<file path="config.mk">
export PLATFORM = sky130hd
export DESIGN_NAME = hazard_scoreboard_unit
export DESIGN_NICKNAME = d
export VERILOG_FILES = /design/src/rtl/hazard_scoreboard_unit.sv
export SDC_FILE = /design/constraint.sdc
export NUM_CORES = 1
export LEC_CHECK = 0
export BUFFER_PORTS_ARGS = -buffer_cell sky130_fd_sc_hd__clkbuf_2
export CORE_MARGIN = 2
export CORE_UTILIZATION = 30
export DETAILED_ROUTE_END_ITERATION = 6
export SYNTH_ARGS = -nofsm -noshare
export SYNTH_HDL_FRONTEND = slang
export SYNTH_SLANG_ARGS = --single-unit
</file>
<file path="constraint.sdc">
create_clock -name clk -period 6.8 [get_ports clk]
set_clock_uncertainty 0.15 [all_clocks]
set_input_delay 1.36 -clock clk [delete_from_list [all_inputs] [get_ports clk]]
set_output_delay 1.36 -clock clk [all_outputs]
set_load 0.01 [all_outputs]
</file>
<file path="src/rtl/hazard_scoreboard_unit.sv">
// Countdown-scoreboard hazard unit: data stalls, branch/jump redirect, memory freeze.
// Optional perf counters enabled by HAZARD_SB_PERF_CNT_EN.
module hazard_scoreboard_unit #(
    parameter int REG_ADDR_W = 5,
    parameter int NUM_REGS   = 32,
    parameter int MAX_LAT    = 7,
    parameter int EX_SLACK   = 1,
    parameter int CNT_W      = $clog2(MAX_LAT + 1)
) (
    input  logic                  clk,
    input  logic                  rst_n,
    input  logic                  id_valid,
    input  logic [REG_ADDR_W-1:0] id_rs_addr,
    input  logic [REG_ADDR_W-1:0] id_rt_addr,
    input  logic                  id_uses_rs,
    input  logic                  id_uses_rt,
    input  logic [REG_ADDR_W-1:0] id_dst_addr,
    input  logic                  id_dst_wen,
    input  logic [CNT_W-1:0]      id_dst_lat,
    input  logic [1:0]            id_pc_src,
    input  logic                  ex_branch_taken,
    input  logic                  mem_stall,
    output logic [1:0]            pc_src,
    output logic                  pc_write,
    output logic                  ifid_write,
    output logic                  idex_write,
    output logic                  exmem_write,
    output logic                  memwb_write,
    output logic                  ifid_flush,
    output logic                  idex_flush,
    output logic                  sb_busy
`ifdef HAZARD_SB_PERF_CNT_EN
    ,
    output logic [31:0]           perf_stall_cnt,
    output logic [31:0]           perf_flush_cnt
`endif
);

    localparam logic [CNT_W-1:0] SLACK = CNT_W'(EX_SLACK);
    localparam logic [CNT_W-1:0] MAXV  = CNT_W'(MAX_LAT);

    logic [CNT_W-1:0] cnt_q [NUM_REGS];

    logic [CNT_W-1:0] rs_cnt, rt_cnt, lat_sat;
    logic rs_haz, rt_haz, is_jr, is_jump, data_stall;
    logic br_case, stall_case, jump_case, issue;

    assign rs_cnt  = cnt_q[id_rs_addr];
    assign rt_cnt  = cnt_q[id_rt_addr];
    assign is_jr   = (id_pc_src == 2'b10);
    assign is_jump = id_valid &&
                     (id_pc_src == 2'b01 || id_pc_src == 2'b10);

    // JR reads rs in ID, so it cannot use the forwarding slack.
    assign rs_haz = id_uses_rs && (id_rs_addr != '0) &&
                    (is_jr ? (rs_cnt != '0) : (rs_cnt > SLACK));
    assign rt_haz = id_uses_rt && (id_rt_addr != '0) &&
                    (rt_cnt > SLACK);

    assign data_stall = id_valid && (rs_haz || rt_haz);

    assign br_case    = !mem_stall && ex_branch_taken;
    assign stall_case = !mem_stall && !ex_branch_taken && data_stall;
    assign jump_case  = !mem_stall && !ex_branch_taken &&
                        !data_stall && is_jump;

    assign issue = !mem_stall && !ex_branch_taken && !data_stall &&
                   id_valid && id_dst_wen && (id_dst_addr != '0);

    assign lat_sat = (id_dst_lat > MAXV) ? MAXV : id_dst_lat;

    always_comb begin
        pc_src      = 2'b00;
        pc_write    = 1'b1;
        ifid_write  = 1'b1;
        idex_write  = 1'b1;
        exmem_write = 1'b1;
        memwb_write = 1'b1;
        ifid_flush  = 1'b0;
        idex_flush  = 1'b0;
        if (mem_stall) begin
            pc_write    = 1'b0;
            ifid_write  = 1'b0;
            idex_write  = 1'b0;
            exmem_write = 1'b0;
            memwb_write = 1'b0;
        end else if (ex_branch_taken) begin
            pc_src     = 2'b11;
            ifid_write = 1'b0;
            ifid_flush = 1'b1;
            idex_flush = 1'b1;
        end else if (data_stall) begin
            pc_write   = 1'b0;
            ifid_write = 1'b0;
            idex_flush = 1'b1;
        end else if (is_jump) begin
            pc_src     = id_pc_src;
            ifid_flush = 1'b1;
        end
    end

    always_ff @(posedge clk or negedge rst_n) begin
        if (!rst_n) begin
            for (int r = 0; r < NUM_REGS; r++) begin
                cnt_q[r] <= '0;
            end
        end else if (!mem_stall) begin
            for (int r = 1; r < NUM_REGS; r++) begin
                if (issue && id_dst_addr == REG_ADDR_W'(r)) begin
                    cnt_q[r] <= lat_sat;
                end else if (cnt_q[r] != '0) begin
                    cnt_q[r] <= cnt_q[r] - 1'b1;
                end
            end
        end
    end

    always_comb begin
        sb_busy = 1'b0;
        for (int r = 1; r < NUM_REGS; r++) begin
            sb_busy = sb_busy | (cnt_q[r] != '0);
        end
    end

`ifdef HAZARD_SB_PERF_CNT_EN
    logic [31:0] perf_stall_q, perf_flush_q;

    always_ff @(posedge clk or negedge rst_n) begin
        if (!rst_n) begin
            perf_stall_q <= '0;
            perf_flush_q <= '0;
        end else begin
            if (stall_case && perf_stall_q != '1) begin
                perf_stall_q <= perf_stall_q + 32'd1;
            end
            if ((br_case || jump_case) && perf_flush_q != '1) begin
                perf_flush_q <= perf_flush_q + 32'd1;
            end
        end
    end

    assign perf_stall_cnt = perf_stall_q;
    assign perf_flush_cnt = perf_flush_q;
`else
    logic unused_perf;
    assign unused_perf = br_case ^ stall_case ^ jump_case;
`endif

endmodule

</file>
==> results of run 1 <==
## final cells by class
| class | count | area, um^2 | share of cell area [%] |
|---|---|---|---|
| clock buffer | 10 | 239 | 2.52 |
| clock inverter | 4 | 50.0 | 0.528 |
| inverter | 70 | 263 | 2.77 |
| multi-input combinational | 776 | 5850 | 61.7 |
| sequential | 93 | 2330 | 24.5 |
| tap | 384 | 480 | 5.07 |
| timing repair buffer | 48 | 273 | 2.88 |
## logic make-up (layout without fill, tap and decap cells)
kind of cell               count (synthesis)  after routing  synth area share (%)
muxes                                     19             19                  3.31
and+or+nand+nor                          437            437                  30.5
DFF                                       93             93                  26.4
AOI/OAI and AO/OA                        257            257                  23.6
buffers and inverters                    141            132                  7.27
adders and majority gates                 63             63                  8.95
## report_power, final
group	total, mW	internal, mW	switching, mW
registers	1.12	0.805	0.313
clock network	0.526	0.291	0.235
logic	1.47	0.668	0.798
total	3.11	1.76	1.35
## cells in the mapped netlist (all sizes together) (2+ instances only)
| master | instances |
|---|---|
| nor4 | 25 |
| nand2 | 59 |
| and3 | 24 |
| and3b | 10 |
| o311a | 7 |
| nand2b | 72 |
| a211oi | 31 |
| inv | 70 |
| nor3b | 9 |
| a32o | 15 |
| or3b | 2 |
| nand4 | 10 |
| nor4b | 15 |
| nor2 | 64 |
| ha | 63 |
| o21a | 3 |
| a21oi | 65 |
| o2111ai | 3 |
| mux4 | 8 |
| nand3 | 61 |
| and4 | 2 |
| a32oi | 8 |
| or2 | 2 |
| or4 | 10 |
| o211ai | 15 |
| a221o | 12 |
| nor3 | 43 |
| a221oi | 26 |
| buf | 29 |
| mux2i | 10 |
| and2 | 3 |
| o21ai | 33 |
| a2111oi | 4 |
| dfrtp | 93 |
| a211o | 3 |
| clkbuf | 42 |
| nor2b | 23 |
| o22ai | 6 |
| o221a | 7 |
| o2bb2ai | 12 |
## tightest hold or removal path, stage by stage (launching register included)
cell	delay [ps]
dfrtp_1	390
a32oi_1	70
nand2_1	70
## per-stage QoR
step	setup slack, ps	hold WS (ps)	util [%]	area [um^2]	std cells
floorplan	1520	355	-	8810	1010
global placement	979	380	32.0	9200	1371
detailed placement	888	397	32.0	9200	1371
CTS	878	417	33.0	9490	1385
global route	708	452	33.0	9490	1385
finish	892	406	33.0	9490	1385
## layer usage
metal	vias up	track usage, %
met1	3928	25.6
met3	44	1.95
li1	3745	-
met2	246	27.3
met4	0	6.60
met5	-	0
## worst max path at each step
stage,from,end,slack [ps],depth (start not counted)
6_report,id_rs_addr[0],pc_src[0],890,10
5_1_grt,id_rs_addr[0],pc_src[0],710,10
4_1_cts,id_rs_addr[0],pc_src[0],880,10
3_5_place_dp,id_rs_addr[0],pc_src[0],890,10
3_3_place_gp,id_rs_addr[0],pc_src[0],980,10
2_1_floorplan,id_rs_addr[0],pc_src[0],1520,10
==> flow_summary.toml, run 1 <==
[run_status]
status = "completed"

[global_routing]
grt_overflow = 0
grt_max_degree = 82
antenna_found_initial = 0
grt_pass1_wl_mm = 43.0
grt_pass1_vias = 7439
grt.total_usage_pct = 17.8

[yosys]
synth_cells = 1010
async_flop_share_pct = 100
synth_ff_type = "dfrtp_1"
yosysSeqAreaShare_pct = 26.4
syn_avg_cell_area_um2 = 8.72
ys_ff_latch = 93
yosys_warnings = 3
yosysTopAreaCell = "dfrtp_1"
synth_area_leaders = "dfrtp_1 (26%), ha_1 (8.9%), nand2b_1 (5.1%)"
synth_cell_types = 71
synth_edf_count = 0
synth_nets = 1101
synth_top_area_share_pct = 26.4
syn_area_um2 = 8810

[die]
placementRows = 62
core-area_um2 = 28800
die-area_um2 = 30800
boundaryPins = 38
initial_core_util_pct = 30.6
die_w_um = 175
fp.dieH_um = 175

[setup_path]
critPathMaxFanout = 35
r2r_cells = 8
worstSetupPathType = "input pin to output pin"
cp_top_family = "compound AO/OA/AOI/OAI gates"
path_cells = "clkbuf_2 -> mux4_2 -> a22oi_2 -> o2111ai_2 -> o2111ai_4 -> o21ai_4 -> o41a_1 -> or2_1 -> a21oi_1 -> clkbuf_2"
reg2reg_slack_ps = 3190
endpoint_kind = "output pin"
crit_arrival_ps = 4400
required_ps = 5290
cp_slowest_cell = "clkbuf_2"
r2r-end = "cnt_q[33]"
path_common_cell = "clkbuf_2"
startpoint_type = "input pin"
cp_num_buf_inv = 2
reg2reg_from = "cnt_q[77]"
critPathMaxStageDelay_ps = 620

[min_path]
whs_endpoint = "cnt_q[5]"
hold_class = "flop to flop"
hold_path_depth = 2
worstHoldStart = "cnt_q[5]"

[clock_tree]
cts_resized = 0
cts.clk_slew.worst_paths_ps = 70
cts_setup_buffers = 0
cts_root_buffer = "clkbuf_16"
htree_levels = 3
cts_buffers = 9
ctsHoldBuffers = 0
cts_sinks = 93
cts_tree = "built"
cts_buffer_depth = 2
clk_latency_ps = 360

[power]
p_leak_nw = 3.74
power_mw = 3.11
ir_drop_uv = 137
power_density_nw_per_um2 = 328

[layout]
syn_to_final_growth_pct = 7.64
nets = 1089
layout_common_cells = "dfrtp_1 (93), nand2b_1 (72), inv_1 (69)"
reg.largest.list = "cnt_q: 93 flops"
top_register = "cnt_q"
post_route_cells_drive_above_1_share_pct = 14.3
mostFrequentLayoutCell = "dfrtp_1"
largest_reg_flops = 93
n_fill_cell = 2952
diodes = 0

[drt]
dr_wl_met2_mm = 12.1
drtPass1Iterations = 5
topRoutingLayerUsed = "met4"
routedWlPerCell_um = 19.6
routed-via-count = 7963
routed-wl-met3_mm = 1.51
drtIter0Drc = 676
ant_nets = 0
drc = 0
drt-met1-wl_mm = 12.8
routed_wl_mm = 27.1
vias_per_cell = 5.75

[timing]
report.final.slew_viol_count = 0
tightest_slew_ps = 1030
report.final.setup_viol = 0
min_period_over_period_pct = 86.9
timing_hold_violations_final = 0
finalCriticalPeriod_ps = 5910
slew_headroom_pct = 31.4
tns_ps = 0
rsz0062_at_grt = "false"
clock.fmax_mhz = 169

[placed_design]
routabilityCongestion = 0.861
io_buffers = 37
hpwl_mm = 19.4

[flow_run]
drv_cap = 0
Note: power is estimated with default switching activity, not from simulation.
==> run 2: changes to the inputs <==
--- a/config.mk
+++ b/config.mk
@@ -9,6 +9,7 @@
 export CORE_MARGIN = 2
 export CORE_UTILIZATION = 30
 export DETAILED_ROUTE_END_ITERATION = 6
+export GPL_ROUTABILITY_DRIVEN = 0
 export SYNTH_ARGS = -nofsm -noshare
 export SYNTH_HDL_FRONTEND = slang
 export SYNTH_SLANG_ARGS = --single-unit
==> constraint.sdc (replaced) <==
create_clock -name clk -period 4.94 [get_ports clk]
set_clock_uncertainty 0.15 [all_clocks]
set_input_delay 0.247 -clock clk [delete_from_list [all_inputs] [get_ports clk]]
set_output_delay 0.247 -clock clk [all_outputs]
set_load 0.01 [all_outputs]
==> run 2 against run 1 <==
Worst setup slack improved by 250 ps. Routed wire length up 2.5%. Sequential share of layout area down 0.21 points. Critical path type unchanged. Largest power group unchanged.
==> flow_summary.toml, run 2 (synthesis results as in run 1) <==
[layout]
post-route-util_pct = 33.2
post_route_cells_drive_above_1_share_pct = 14.5
mostFrequentLayoutCell = "dfrtp_1"
n_fill_cell = 2942
largest_reg_flops = 93
top_register = "cnt_q"
finish.instance_area_um2 = 9570
ff_latch_area_um2 = 2330
layout_common_cells = "dfrtp_1 (93), nand2b_1 (72), inv_1 (69)"
multi_input_area_um2 = 5850
syn_to_final_growth_pct = 8.59
reg.largest.list = "cnt_q: 93 flops"
nets = 1094

[run_status]
status = "completed"

[timing]
slew_headroom_pct = 23.3
finalCriticalPeriod_ps = 3800
tightest_slew_ps = 1140
report.final.slew_viol_count = 0
clock.fmax_mhz = 263
report.final.setup_viol = 0
timing_hold_violations_final = 0
min_period_over_period_pct = 76.9
setup_slack_ps = 1140
rsz0062_at_grt = "false"
tns_ps = 0

[drt]
drtPass1Iterations = 6
routed-via-count = 8078
drc = 0
routedWlPerCell_um = 20.0
ant_nets = 0
vias_per_cell = 5.80
routed_wl_mm = 27.8
drtIter0Drc = 773

[setup_path]
startpoint_type = "input pin"
worstSetupPathType = "input pin to output pin"
required_ps = 4540
critPathMaxFanout = 27
endpoint_kind = "output pin"
reg2reg_slack_ps = 1680
crit_arrival_ps = 3400

[clock_tree]
cts_root_buffer = "clkbuf_16"
htree_levels = 3
cts_setup_buffers = 0
cts_tree = "built"
cts_resized = 0
cts.clk_slew.worst_paths_ps = 70
clk_latency_ps = 360
cts_sinks = 93
cts_buffers = 9
cts_buffer_depth = 2

[global_routing]
grt_overflow = 0
grt_pass1_vias = 7723
grt_pass1_wl_mm = 44.3
grt.total_usage_pct = 18.2
antenna_found_initial = 2
grt_max_degree = 62

[die]
die-area_um2 = 30800
initial_core_util_pct = 30.6
fp.dieH_um = 175
core-area_um2 = 28800
placementRows = 62
die_w_um = 175
boundaryPins = 38

[min_path]
hold_class = "input pin to flop"

[placed_design]
io_buffers = 37
dp_worst_setup_slack_ps = 1160
place_area_um2 = 9230
hpwl_mm = 19.3

[power]
ir_drop_uv = 191
power_mw = 4.39
power_density_nw_per_um2 = 459
p_leak_nw = 3.78

[flow_run]
drv_cap = 0
run 2: routing by layer:
layer | part of all wire, % | vias to the layer above | wire [um] | GRT usage (%)
li1 | - | 3759 | - | -
met1 | 46 | 3926 | 12700 | 26.0
met2 | 45 | 332 | 12400 | 28.1
met3 | 6.7 | 59 | 1860 | 2.08
met4 | 3.0 | 2 | 829 | 7.33
met5 | 0.047 | - | 13 | 0
run 2: report_power, final:
part	switching [mW]	internal [mW]
Clock	0.330	0.494
Combinational	1.13	0.926
Sequential	0.403	1.11
run 2: metrics by stage:
stage          cells  hold slack [ps]
2_1_floorplan   1010             -199
3_3_place_gp    1375              261
3_5_place_dp    1375              270
4_1_cts         1391              190
5_1_grt         1392              191
6_report        1392              183
run 2: worst max-delay path, stage by stage:
cell      delay [ps]
clkbuf_2         620
buf_4            290
nor4_1            70
nor3b_1          330
o211ai_1         140
or4_1            570
nand2_4          500
o41a_1           220
or2_1            160
nor2_1            70
clkbuf_2         130
run 2: repair_timing:
item	in CTS	in global routing
endpoints found under the setup margin	0	0
hold buffers	1	0
hold endpoints to repair	57	0
run 2: layout make-up:
cell class              instances  share of cell area (%)
diodes                          1                  0.0262
clock buffers                  11                    2.43
clock inverters                 4                    1.02
inverters                      70                    2.75
multi-input cells             776                    61.2
flip-flops and latches         93                    24.3
well taps                     384                    5.02
repair buffers                 53                    3.27
run 2: final timing paths:
check                         startpoint         to  depth (start not counted)
max                        id_rs_addr[0]  pc_src[1]                         11
max in group asynchronous          rst_n  cnt_q[62]                          3
min in group asynchronous          rst_n   cnt_q[8]                          2
min                        id_dst_lat[2]  cnt_q[32]                          2
min reg2reg                     cnt_q[8]   cnt_q[8]                          2
max reg2reg                    cnt_q[17]  cnt_q[24]                          9
==> run 3: changes to the inputs <==
--- a/config.mk
+++ b/config.mk
@@ -5,6 +5,7 @@
 export SDC_FILE = /design/constraint.sdc
 export NUM_CORES = 1
 export LEC_CHECK = 0
+export ABC_AREA = 1
 export BUFFER_PORTS_ARGS = -buffer_cell sky130_fd_sc_hd__clkbuf_2
 export CORE_MARGIN = 2
 export CORE_UTILIZATION = 30
==> constraint.sdc (replaced) <==
create_clock -name clk -period 3.9 [get_ports clk]
set_clock_uncertainty 0.15 [all_clocks]
set_input_delay 0.195 -clock clk [delete_from_list [all_inputs] [get_ports clk]]
set_output_delay 0.195 -clock clk [all_outputs]
set_load 0.01 [all_outputs]
==> run 3 against run 2 <==
Worst setup slack worse by 510 ps. Sequential power is 27% higher. Worst hold slack better by 63 ps. Sequential share of layout area down 0.44 points. Utilization decreased by 0.19 points. Largest cell class unchanged. Largest power group unchanged.
==> flow_summary.toml, run 3 <==
[run_status]
status = "completed"

[placed_design]
dp_worst_setup_slack_ps = 861
hpwl_mm = 20.6
dp_cells = 1786
place_area_um2 = 9390
io_buffers = 37

[power]
power_mw = 6.81
pwr-share-comb_pct = 56.4
power_density_nw_per_um2 = 699
seqPwrFrac_pct = 28.2
pwr-share-clk_pct = 15.4
p_leak_nw = 5.69
power.switching_mw = 3.30
intPower_mw = 3.51
ir_drop_uv = 314
power.share.switching_pct = 48.5

[clock_tree]
cts.clk_slew.worst_paths_ps = 70
cts_buffers = 9
clk_latency_ps = 360
cts_sinks = 93
cts_root_buffer = "clkbuf_16"
cts_tree = "built"
cts_buffer_depth = 2
htree_levels = 3

[layout]
finish.instance_area_um2 = 9750
layout_common_cells = "nand2_1 (624), inv_1 (163), nand4_1 (107)"
post-route-util_pct = 33.1
diodes = 0
mostFrequentLayoutCell = "nand2_1"
post_route_cells_drive_above_1_share_pct = 8.99
top_register = "cnt_q"
instances_no_fill = 1803
syn_to_final_growth_pct = 9.32
reg.largest.list = "cnt_q: 93 flops"
nets = 1499
largest_reg_flops = 93

[yosys]
synth_ff_type = "dfrtp_1"
synth_edf_count = 0
synth_area_leaders = "nand2_1 (26%), dfrtp_1 (26%), ha_1 (8.8%)"
synthTopCellsByCount = "nand2_1 (624), inv_1 (163), nand4_1 (107)"
yosysTopAreaCell = "nand2_1"
synth-adder-area-share_pct = 8.84
synth_compound_area_share_pct = 5.43
yosysSeqAreaShare_pct = 26.1
yosysMostFrequentCell = "nand2_1"
synth_nets = 1497
synth_xor_area_share_pct = 3.05
synth_top_area_share_pct = 26.3
synthMuxAreaShare_pct = 0
syn_avg_cell_area_um2 = 6.34
synth_cell_types = 35
ys_ff_latch = 93
syn_area_um2 = 8920
synth_cells = 1406
yosys_warnings = 3
async_flop_share_pct = 100
synthSimpleGateAreaFrac_pct = 45.9
synth_top_family_by_area = "simple AND/OR/NAND/NOR gates"

[global_routing]
grt_pass1_wl_mm = 45.5
grt_max_degree = 61
grt_overflow = 0
antenna_found_initial = 0
grt.total_usage_pct = 18.6
grt_pass1_vias = 8446

[setup_path]
r2r-end = "cnt_q[28]"
r2r_cells = 15
reg2reg_from = "cnt_q[32]"
endpoint_kind = "output pin"
crit_arrival_ps = 2920
worstSetupPathType = "flop to output pin"
required_ps = 3560
reg2reg_slack_ps = 930
startpoint_type = "flop"
critPathMaxFanout = 34

[die]
die-area_um2 = 31100
boundaryPins = 38
die_w_um = 176
initial_core_util_pct = 30.2
placementRows = 63
fp.dieH_um = 176
core-area_um2 = 29500

[drt]
drtIter0Drc = 697
routed-via-count = 9078
drc = 0
routedWlPerCell_um = 15.7
drtPass1Iterations = 5
ant_nets = 0
routed_wl_mm = 28.3
vias_per_cell = 5.03

[timing]
setup_slack_ps = 635
finalCriticalPeriod_ps = 3260
slew_headroom_pct = 34.1
whs_ps = 246
report.final.setup_viol = 0
tns_ps = 0
clock.fmax_mhz = 306
tightest_slew_ps = 981
min_period_over_period_pct = 83.7
report.final.slew_viol_count = 0
rsz0062_at_grt = "false"
timing_hold_violations_final = 0

[flow_run]
drv_cap = 0

[min_path]
hold_class = "input pin to async pin"
-- run 3: cell count changes after synthesis, sizes merged, moves of 25 or more --
cell / delta
nor2: +25
nor3: -32
nand2: +567
a211oi: -31
nand4: +124
nand2b: -72
xor2: +31
inv: +94
a221oi: -26
-- run 3: area by class of cell --
| type | count | area, um^2 |
|---|---|---|
| fill | 3227 | 19700 |
| tap | 390 | 488 |
| sequential | 93 | 2330 |
| clock buffer | 10 | 239 |
| timing repair buffer | 50 | 300 |
| inverter | 166 | 628 |
| multi-input combinational | 1088 | 5650 |
| clock inverter | 6 | 110 |
-- run 3: what timing repair did --
action                    4_1_cts  5_1_grt
hold buffers                    1        0
hold endpoints to repair       43        0
resized for setup               0        0
setup buffers                   0        0
-- run 3: worst max-delay path, stage by stage (launching register included) --
cell      delay (ps)
dfrtp_1          430
nor2_1           350
nor2_1           100
nor2_1           100
nand3_1           80
nand2_1           70
nand2_1           50
nand2_1           50
nand3_1           80
nand3_2           80
nand2_2           80
nand2_4          500
nand3b_1         140
nand2_1           80
nand2_1           80
a21oi_1          140
clkbuf_2         150
-- run 3: kinds of logic (layout without fill, tap and decap cells) --
family	after synthesis	after routing
xor gates and xnor gates	31	31
buffers and inverters	225	232
adders and majority gates	63	63
DFF	93	93
AOI/OAI and AO/OA	76	76
and+or+nand+nor	918	918
-- run 3: worst max path at each step --
stage,from,endpoint,slack (ps),depth (start not counted)
final,cnt_q[32],pc_src[0],640,16
after detailed placement,id_rs_addr[1],cnt_q[25],860,17
after global routing,cnt_q[32],pc_src[0],360,16
after CTS,cnt_q[32],pc_src[0],640,16
after floorplan,cnt_q[35],pc_src[0],1700,14
after global placement,id_rs_addr[1],cnt_q[29],930,17
-- run 3: power groups by stage --
| stage | Sequential [mW] | Combinational, mW | Clock [mW] |
|---|---|---|---|
| detailed placement | 1.92 | 3.81 | 0 |
| CTS | 1.91 | 3.83 | 1.08 |
| global placement | 1.92 | 3.75 | 0 |
| global route | 1.98 | 4.51 | 1.11 |
| floorplan | 1.77 | 3.02 | 0 |
| finish | 1.92 | 3.84 | 1.05 |
-- run 3: per-layer routing --
| layer | track usage (%) | share of wire (%) | vias to the layer above |
|---|---|---|---|
| li1 | - | - | 4500 |
| met1 | 25.2 | 45 | 4190 |
| met2 | 29.2 | 44 | 335 |
| met3 | 3.29 | 7.0 | 53 |
| met4 | 7.89 | 3.7 | 0 |
| met5 | 0 | 0 | - |
